$ cat src/rtl/mem_port_arbiter_if.sv
// Bus bundle between the two requesters (CPU memory stage, image-load DMA),
// the shared data-RAM arbiter and the single-port RAM macro.
//   slave  : arbiter view (takes requests and RAM read data, drives grants,
//            read returns and the RAM control).
//   master : requester/RAM view (the mirror of slave).
interface mem_port_arbiter_if #(
  parameter int unsigned DATA_W = 24,
  parameter int unsigned ADDR_W = 17
);
  // CPU side
  logic              cpu_req;
  logic              cpu_we;
  logic [23:0]       cpu_addr;
  logic [DATA_W-1:0] cpu_wdata;
  logic              cpu_gnt;
  logic              cpu_stall;
  logic              cpu_rvalid;
  logic [DATA_W-1:0] cpu_rdata;
  // DMA side
  logic              dma_req;
  logic              dma_we;
  logic [ADDR_W-1:0] dma_addr;
  logic [DATA_W-1:0] dma_wdata;
  logic              dma_gnt;
  logic              dma_rvalid;
  logic [DATA_W-1:0] dma_rdata;
  // RAM side
  logic              mem_en;
  logic              mem_we;
  logic [ADDR_W-1:0] mem_addr;
  logic [DATA_W-1:0] mem_wdata;
  logic [DATA_W-1:0] mem_rdata;
  logic              err_addr;

  modport slave (
    input  cpu_req, cpu_we, cpu_addr, cpu_wdata,
    output cpu_gnt, cpu_stall, cpu_rvalid, cpu_rdata,
    input  dma_req, dma_we, dma_addr, dma_wdata,
    output dma_gnt, dma_rvalid, dma_rdata,
    output mem_en, mem_we, mem_addr, mem_wdata,
    input  mem_rdata,
    output err_addr
  );

  modport master (
    output cpu_req, cpu_we, cpu_addr, cpu_wdata,
    input  cpu_gnt, cpu_stall, cpu_rvalid, cpu_rdata,
    output dma_req, dma_we, dma_addr, dma_wdata,
    input  dma_gnt, dma_rvalid, dma_rdata,
    input  mem_en, mem_we, mem_addr, mem_wdata,
    output mem_rdata,
    input  err_addr
  );
endinterface

$ cat src/rtl/mem_port_arbiter.sv
// Arbiter for the single-port data RAM shared by the CPU memory stage and the
// image-load DMA. One access is granted per cycle; the CPU has priority, but a
// DMA denied MAX_WAIT cycles in a row is forced through. Out-of-range accesses
// are granted (so the pipeline stall always resolves) but never reach the RAM;
// they pulse err_addr the following cycle and reads return 0.
// Ports:
//   clk_i  : clock, rising edge
//   rst_ni : asynchronous active-low reset
//   bus    : mem_port_arbiter_if.slave (requests, grants, read returns, RAM)
module mem_port_arbiter #(
  parameter int unsigned DATA_W   = 24,
  parameter int unsigned ADDR_W   = 17,
  parameter int unsigned DEPTH    = 90000,
  parameter int unsigned MAX_WAIT = 4
) (
  input logic                clk_i,
  input logic                rst_ni,
  mem_port_arbiter_if.slave  bus
);

  localparam int unsigned WaitW = $clog2(MAX_WAIT + 1);

  logic [WaitW-1:0]  wait_cnt_q, wait_cnt_d;
  // Read-return tag: valid, owner (1 = DMA), out-of-range.
  logic              tag_valid_q, tag_owner_q, tag_oor_q;
  logic              err_q;
  logic [DATA_W-1:0] cpu_rdata_q, dma_rdata_q;

  logic              cpu_oor, dma_oor;
  logic              cpu_gnt, dma_gnt, any_gnt;
  logic              gnt_we, gnt_oor;
  logic [ADDR_W-1:0] gnt_addr;
  logic [DATA_W-1:0] gnt_wdata;
  logic [DATA_W-1:0] ret_data;
  logic              cpu_rvalid, dma_rvalid;

  // Upper cpu_addr bits above ADDR_W fall out naturally from the full compare.
  assign cpu_oor = 32'(bus.cpu_addr) >= DEPTH;
  assign dma_oor = 32'(bus.dma_addr) >= DEPTH;

  always_comb begin
    // Grants are forced low while reset is held.
    dma_gnt = rst_ni & bus.dma_req &
              (~bus.cpu_req | (wait_cnt_q == WaitW'(MAX_WAIT)));
    cpu_gnt = rst_ni & bus.cpu_req & ~dma_gnt;
    any_gnt = cpu_gnt | dma_gnt;

    gnt_we    = 1'b0;
    gnt_oor   = 1'b0;
    gnt_addr  = '0;
    gnt_wdata = '0;
    if (cpu_gnt) begin
      gnt_we    = bus.cpu_we;
      gnt_oor   = cpu_oor;
      gnt_addr  = bus.cpu_addr[ADDR_W-1:0];
      gnt_wdata = bus.cpu_wdata;
    end else if (dma_gnt) begin
      gnt_we    = bus.dma_we;
      gnt_oor   = dma_oor;
      gnt_addr  = bus.dma_addr;
      gnt_wdata = bus.dma_wdata;
    end

    if (bus.dma_req && !dma_gnt) begin
      wait_cnt_d = (wait_cnt_q == WaitW'(MAX_WAIT)) ? wait_cnt_q : wait_cnt_q + 1'b1;
    end else begin
      wait_cnt_d = '0;
    end

    ret_data   = tag_oor_q ? '0 : bus.mem_rdata;
    cpu_rvalid = tag_valid_q & ~tag_owner_q;
    dma_rvalid = tag_valid_q & tag_owner_q;
  end

  always_ff @(posedge clk_i or negedge rst_ni) begin
    if (!rst_ni) begin
      wait_cnt_q  <= '0;
      tag_valid_q <= 1'b0;
      tag_owner_q <= 1'b0;
      tag_oor_q   <= 1'b0;
      err_q       <= 1'b0;
      cpu_rdata_q <= '0;
      dma_rdata_q <= '0;
    end else begin
      wait_cnt_q  <= wait_cnt_d;
      tag_valid_q <= any_gnt & ~gnt_we;
      tag_owner_q <= dma_gnt;
      tag_oor_q   <= gnt_oor;
      err_q       <= any_gnt & gnt_oor;
      if (cpu_rvalid) cpu_rdata_q <= ret_data;
      if (dma_rvalid) dma_rdata_q <= ret_data;
    end
  end

  // RAM read data only exists in the return cycle, so rdata bypasses the
  // holding register while rvalid is high and shows the held value otherwise.
  assign bus.cpu_rdata  = cpu_rvalid ? ret_data : cpu_rdata_q;
  assign bus.dma_rdata  = dma_rvalid ? ret_data : dma_rdata_q;
  assign bus.cpu_rvalid = cpu_rvalid;
  assign bus.dma_rvalid = dma_rvalid;
  assign bus.cpu_gnt    = cpu_gnt;
  assign bus.dma_gnt    = dma_gnt;
  assign bus.cpu_stall  = bus.cpu_req & ~cpu_gnt;
  assign bus.mem_en     = any_gnt & ~gnt_oor;
  assign bus.mem_we     = gnt_we & any_gnt & ~gnt_oor;
  assign bus.mem_addr   = gnt_addr;
  assign bus.mem_wdata  = gnt_wdata;
  assign bus.err_addr   = err_q;

endmodule

$ cat src/flat_wrapper.sv
// flat-port wrapper written by rule: the top's interface ports become plain ports
module mem_port_arbiter_flat 
#(
  parameter int unsigned DATA_W   = 24,
  parameter int unsigned ADDR_W   = 17,
  parameter int unsigned DEPTH    = 90000,
  parameter int unsigned MAX_WAIT = 4
)
  (clk_i, rst_ni, bus_cpu_req, bus_cpu_we, bus_cpu_addr, bus_cpu_wdata, bus_cpu_gnt, bus_cpu_stall, bus_cpu_rvalid, bus_cpu_rdata, bus_dma_req, bus_dma_we, bus_dma_addr, bus_dma_wdata, bus_dma_gnt, bus_dma_rvalid, bus_dma_rdata, bus_mem_en, bus_mem_we, bus_mem_addr, bus_mem_wdata, bus_mem_rdata, bus_err_addr);
  mem_port_arbiter_if #(.DATA_W(DATA_W), .ADDR_W(ADDR_W)) bus_i ();
  input logic clk_i;
  input logic rst_ni;
  input wire logic [$bits(bus_i.cpu_req)-1:0] bus_cpu_req;
  input wire logic [$bits(bus_i.cpu_we)-1:0] bus_cpu_we;
  input wire logic [$bits(bus_i.cpu_addr)-1:0] bus_cpu_addr;
  input wire logic [$bits(bus_i.cpu_wdata)-1:0] bus_cpu_wdata;
  output wire logic [$bits(bus_i.cpu_gnt)-1:0] bus_cpu_gnt;
  output wire logic [$bits(bus_i.cpu_stall)-1:0] bus_cpu_stall;
  output wire logic [$bits(bus_i.cpu_rvalid)-1:0] bus_cpu_rvalid;
  output wire logic [$bits(bus_i.cpu_rdata)-1:0] bus_cpu_rdata;
  input wire logic [$bits(bus_i.dma_req)-1:0] bus_dma_req;
  input wire logic [$bits(bus_i.dma_we)-1:0] bus_dma_we;
  input wire logic [$bits(bus_i.dma_addr)-1:0] bus_dma_addr;
  input wire logic [$bits(bus_i.dma_wdata)-1:0] bus_dma_wdata;
  output wire logic [$bits(bus_i.dma_gnt)-1:0] bus_dma_gnt;
  output wire logic [$bits(bus_i.dma_rvalid)-1:0] bus_dma_rvalid;
  output wire logic [$bits(bus_i.dma_rdata)-1:0] bus_dma_rdata;
  output wire logic [$bits(bus_i.mem_en)-1:0] bus_mem_en;
  output wire logic [$bits(bus_i.mem_we)-1:0] bus_mem_we;
  output wire logic [$bits(bus_i.mem_addr)-1:0] bus_mem_addr;
  output wire logic [$bits(bus_i.mem_wdata)-1:0] bus_mem_wdata;
  input wire logic [$bits(bus_i.mem_rdata)-1:0] bus_mem_rdata;
  output wire logic [$bits(bus_i.err_addr)-1:0] bus_err_addr;
  assign bus_i.cpu_req = bus_cpu_req;
  assign bus_i.cpu_we = bus_cpu_we;
  assign bus_i.cpu_addr = bus_cpu_addr;
  assign bus_i.cpu_wdata = bus_cpu_wdata;
  assign bus_cpu_gnt = bus_i.cpu_gnt;
  assign bus_cpu_stall = bus_i.cpu_stall;
  assign bus_cpu_rvalid = bus_i.cpu_rvalid;
  assign bus_cpu_rdata = bus_i.cpu_rdata;
  assign bus_i.dma_req = bus_dma_req;
  assign bus_i.dma_we = bus_dma_we;
  assign bus_i.dma_addr = bus_dma_addr;
  assign bus_i.dma_wdata = bus_dma_wdata;
  assign bus_dma_gnt = bus_i.dma_gnt;
  assign bus_dma_rvalid = bus_i.dma_rvalid;
  assign bus_dma_rdata = bus_i.dma_rdata;
  assign bus_mem_en = bus_i.mem_en;
  assign bus_mem_we = bus_i.mem_we;
  assign bus_mem_addr = bus_i.mem_addr;
  assign bus_mem_wdata = bus_i.mem_wdata;
  assign bus_i.mem_rdata = bus_mem_rdata;
  assign bus_err_addr = bus_i.err_addr;
  mem_port_arbiter #(.DATA_W(DATA_W), .ADDR_W(ADDR_W), .DEPTH(DEPTH), .MAX_WAIT(MAX_WAIT)) u_core (.clk_i(clk_i), .rst_ni(rst_ni), .bus(bus_i));
endmodule
$ cat config.mk
export PLATFORM = sky130hd
export DESIGN_NAME = mem_port_arbiter_flat
export DESIGN_NICKNAME = d
export VERILOG_FILES = /design/src/rtl/mem_port_arbiter_if.sv /design/src/rtl/mem_port_arbiter.sv /design/src/flat_wrapper.sv
export SDC_FILE = /design/constraint.sdc
export NUM_CORES = 1
export LEC_CHECK = 0
export ABC_AREA = 1
export BUFFER_PORTS_ARGS = -buffer_cell sky130_fd_sc_hd__buf_2
export CAP_MARGIN = 20
export CELL_PAD_IN_SITES_DETAIL_PLACEMENT = 0
export CELL_PAD_IN_SITES_GLOBAL_PLACEMENT = 1
export CORE_ASPECT_RATIO = 2
export CORE_UTILIZATION = 30
export DETAILED_ROUTE_END_ITERATION = 10
export HOLD_SLACK_MARGIN = 0.05
export PLACE_DENSITY = 0.95
export SYNTH_ARGS = -nofsm -noshare
export SYNTH_HDL_FRONTEND = slang
export SYNTH_SLANG_ARGS = --single-unit
$ cat constraint.sdc
create_clock -name clk_i -period 2.3 [get_ports clk_i]
set_clock_uncertainty 0.1 [all_clocks]
set_input_delay 0.23 -clock clk_i [delete_from_list [all_inputs] [get_ports clk_i]]
set_output_delay 0.23 -clock clk_i [all_outputs]
set_load 0.02 [all_outputs]
==> flow_metrics.py <==
metrics = {
    "min_path": {
        "hp-class": "input port to async pin",
    },
    "worst_setup_path": {
        "critical_path_class": "register to primary output",
        "path_max_fanout": 10,
        "r2r_cells": 9,
        "max_stage_delay_ns": 0.40,
        "startpoint_type": "register",
        "required_ns": 1.97,
        "r2r_end": "u_core.tag_valid_q$_DFF_PN0_",
        "end_kind": "primary output",
        "r2r-start": "u_core.wait_cnt_q[0]$_DFFE_PN0P_",
        "critical-path-top-delay-family": "simple AND/OR/NAND/NOR gates",
        "crit_slowest_cell": "dfrtp_1",
        "arrival_ns": 1.89,
        "path_common_cell": "nand2_4",
        "worstPathCellList": "inv_2 > ha_4 > nand2_4 > nand2_4 > nand3_4 > nand2_4 > inv_6 > buf_12 > nand2_4 > nand3_4 > nor2_4 > buf_6",
        "ff2ff_setup_slack_ns": 0.65,
        "path_buf_inv": 4,
    },
    "cts": {
        "numCtsBuffers": 5,
        "ctsHtreeMaxLevel": 2,
        "cts_sinks": 55,
        "hold_buffers": 0,
        "clock-root-buffer": "clkbuf_16",
        "clock_latency_ns": 0.29,
        "clk_pin_slew_ns": 0.07,
        "cts_max_path_buffers": 2,
        "cts_tree": "yes",
    },
    "layout": {
        "syn_to_final_growth_pct": 54.3,
        "layout_commonest_cell": "buf_2",
        "fin_cells": 697,
        "nNetsFinal": 687,
        "mostFrequentLayoutCells": "buf_2 (209), nand2_1 (95), dfrtp_1 (55)",
        "stdcell_area_mm2": 0.00453,
        "drive_above_1_share_pct": 50.0,
        "nFillCells": 944,
        "utilization_pct": 47.9,
    },
    "floorplanning": {
        "die_h_um": 142,
        "fp.dieW_um": 71.9,
        "initial_utilization_pct": 31.0,
        "row_count": 50,
        "core_area_mm2": 0.00945,
        "die-area_mm2": 0.0102,
        "io_pins": 216,
    },
    "pwr": {
        "ir_drop_v": 0.000317,
        "power_density_mw_per_mm2": 768,
        "power_mw": 3.48,
        "p_leak_nw": 2.69,
    },
    "synth": {
        "ys_seq_area_share_pct": 46.9,
        "syn_avg_cell_area_um2": 8.60,
        "synth_warnings": 0,
        "postSynthCellCount": 341,
        "synth_top_area_share_pct": 46.9,
        "yosys.area.top_type": "dfrtp_1",
        "synth_cell_types": 22,
        "netlist_area_mm2": 0.00293,
        "ys_ff_latch": 55,
        "ys_top_cells_by_area": "dfrtp_1 (47%), nand2_1 (12%), a22o_1 (10%), mux2_2 (9.2%), inv_1 (5.5%)",
        "synth_fp_nets": 462,
    },
    "sta": {
        "setup_viol": 0,
        "final.setup.tns_ns": 0,
        "tightest_slew_ns": 0.693,
        "hold_viol_final": 0,
        "slew_viol_final": 0,
        "period_share_pct": 96.6,
        "min_period_ns": 2.22,
        "fmax_mhz": 450,
        "slew_headroom_pct": 53.8,
    },
    "flow_run": {
        "cap_viol_max_count": 0,
    },
    "status": {
        "outcome": "completed",
    },
    "routing": {
        "vias_per_cell": 4.63,
        "drtIter0Drc": 116,
        "wl_per_cell_um": 16.0,
        "drt_pass1_iterations": 5,
        "via_count": 3226,
        "drt-total-wl_um": 11100,
        "ant_nets": 0,
        "drcViolationCount": 0,
    },
    "placed_design": {
        "dp_hpwl_um": 8950,
        "port_buffers": 215,
        "place_congestion": 0.861,
        "dp_cells": 678,
        "dpl_cell_area_mm2": 0.00418,
    },
    "grt": {
        "grt_pass1_vias": 3211,
        "antenna_found_initial": 1,
        "grt_max_degree": 56,
        "grt_pass1_wl_um": 16300,
        "grt_overflow_total": 0,
        "grt_usage_pct": 21.5,
    },
}
-- final cells by class --
class / count / area (um^2) / area share, %
well taps: 130 / 163 / 3.59
repair buffers: 234 / 1320 / 29.1
flip-flops and latches: 55 / 1380 / 30.4
multi-input cells: 224 / 1350 / 29.8
diodes: 1 / 2.50 / 0.0553
clock inverters: 1 / 5.00 / 0.111
inverters: 46 / 178 / 3.93
clock buffers: 6 / 139 / 3.07
-- worst max-delay path by stage --
stage,from,to,slack (ns),cells past startpoint
after floorplan,u_core.wait_cnt_q[0]$_DFFE_PN0P_,bus_mem_addr[14],0.45,10
after global placement,u_core.wait_cnt_q[0]$_DFFE_PN0P_,bus_mem_en,0.31,12
after detailed placement,u_core.wait_cnt_q[0]$_DFFE_PN0P_,bus_mem_en,0.21,12
after CTS,u_core.wait_cnt_q[1]$_DFFE_PN0P_,bus_mem_addr[0],0.006,10
after global routing,u_core.wait_cnt_q[1]$_DFFE_PN0P_,bus_mem_en,-0.01,12
final,u_core.wait_cnt_q[1]$_DFFE_PN0P_,bus_mem_en,0.08,12
-- worst reg2reg max path, cell delays in order (launching register included) --
cell,delay [ns]
dfrtp_1,0.37
inv_2,0.06
ha_4,0.17
nand2_4,0.09
nand2_4,0.05
nand3_4,0.09
inv_2,0.07
buf_6,0.16
nor2_1,0.27
nor2_1,0.10
-- synthesized netlist by cell type, drive strengths merged --
cell      n
nor2     41
a21oi     5
a22o     35
ha        2
mux2     24
inv      46
o22ai     2
dfrtp    55
nand3     6
buf      11
xor2      1
nor3      1
xnor2     1
nand2   100
o21ai     6
clkbuf    5
-- cell families after synthesis --
family                   share of synthesized area, %
multiplexers                                     9.22
AND/OR/NAND/NOR                                  21.0
buffers and inverters                            8.62
XOR/XNOR                                        0.597
flip-flops                                       46.9
adder cells (fa/ha/maj)                         0.853
AO/OA/AOI/OAI                                    12.8
-- state kept, by name (all words and copies together), names as in the netlist --
name                 cells
u_core.cpu_rdata_q      24
u_core.bus.err_addr      1
u_core.tag_owner_q       1
u_core.dma_rdata_q      24
u_core.wait_cnt_q        3
u_core.tag_valid_q       1
u_core.tag_oor_q         1
-- through the flow --
stage / setup slack, ns / hold WS [ns]
finish: 0.0792 / 0.0892
global route: -0.0121 / 0.160
CTS: 0.00587 / 0.142
detailed placement: 0.213 / 0.364
global placement: 0.312 / 0.357
floorplan: 0.449 / -0.166
-- layer usage --
metal  global-route usage, %  vias to the layer above  share of wire (%)
li1                        -                     1543                  -
met2                    41.5                      184                 56
met1                    22.0                     1481                 35
met5                       0                        -                  0
met4                    10.0                        0                2.9
met3                    2.91                       18                6.0
-- timing repair --
action                                  4_1_cts  5_1_grt
cloned                                        1        1
pin swaps                                     3        6
buffers inserted                              6        3
endpoints found under the setup margin       39       30
gates resized for setup                      11       16
-- power by group --
group / switching [mW] / leakage (nW) / total, mW / internal [mW]
Sequential: 0.0711 / 0.685 / 1.28 / 1.21
Clock: 0.321 / 0.0727 / 0.747 / 0.426
Combinational: 0.899 / 1.93 / 1.45 / 0.549
Note: power is estimated with default switching activity, not from simulation.
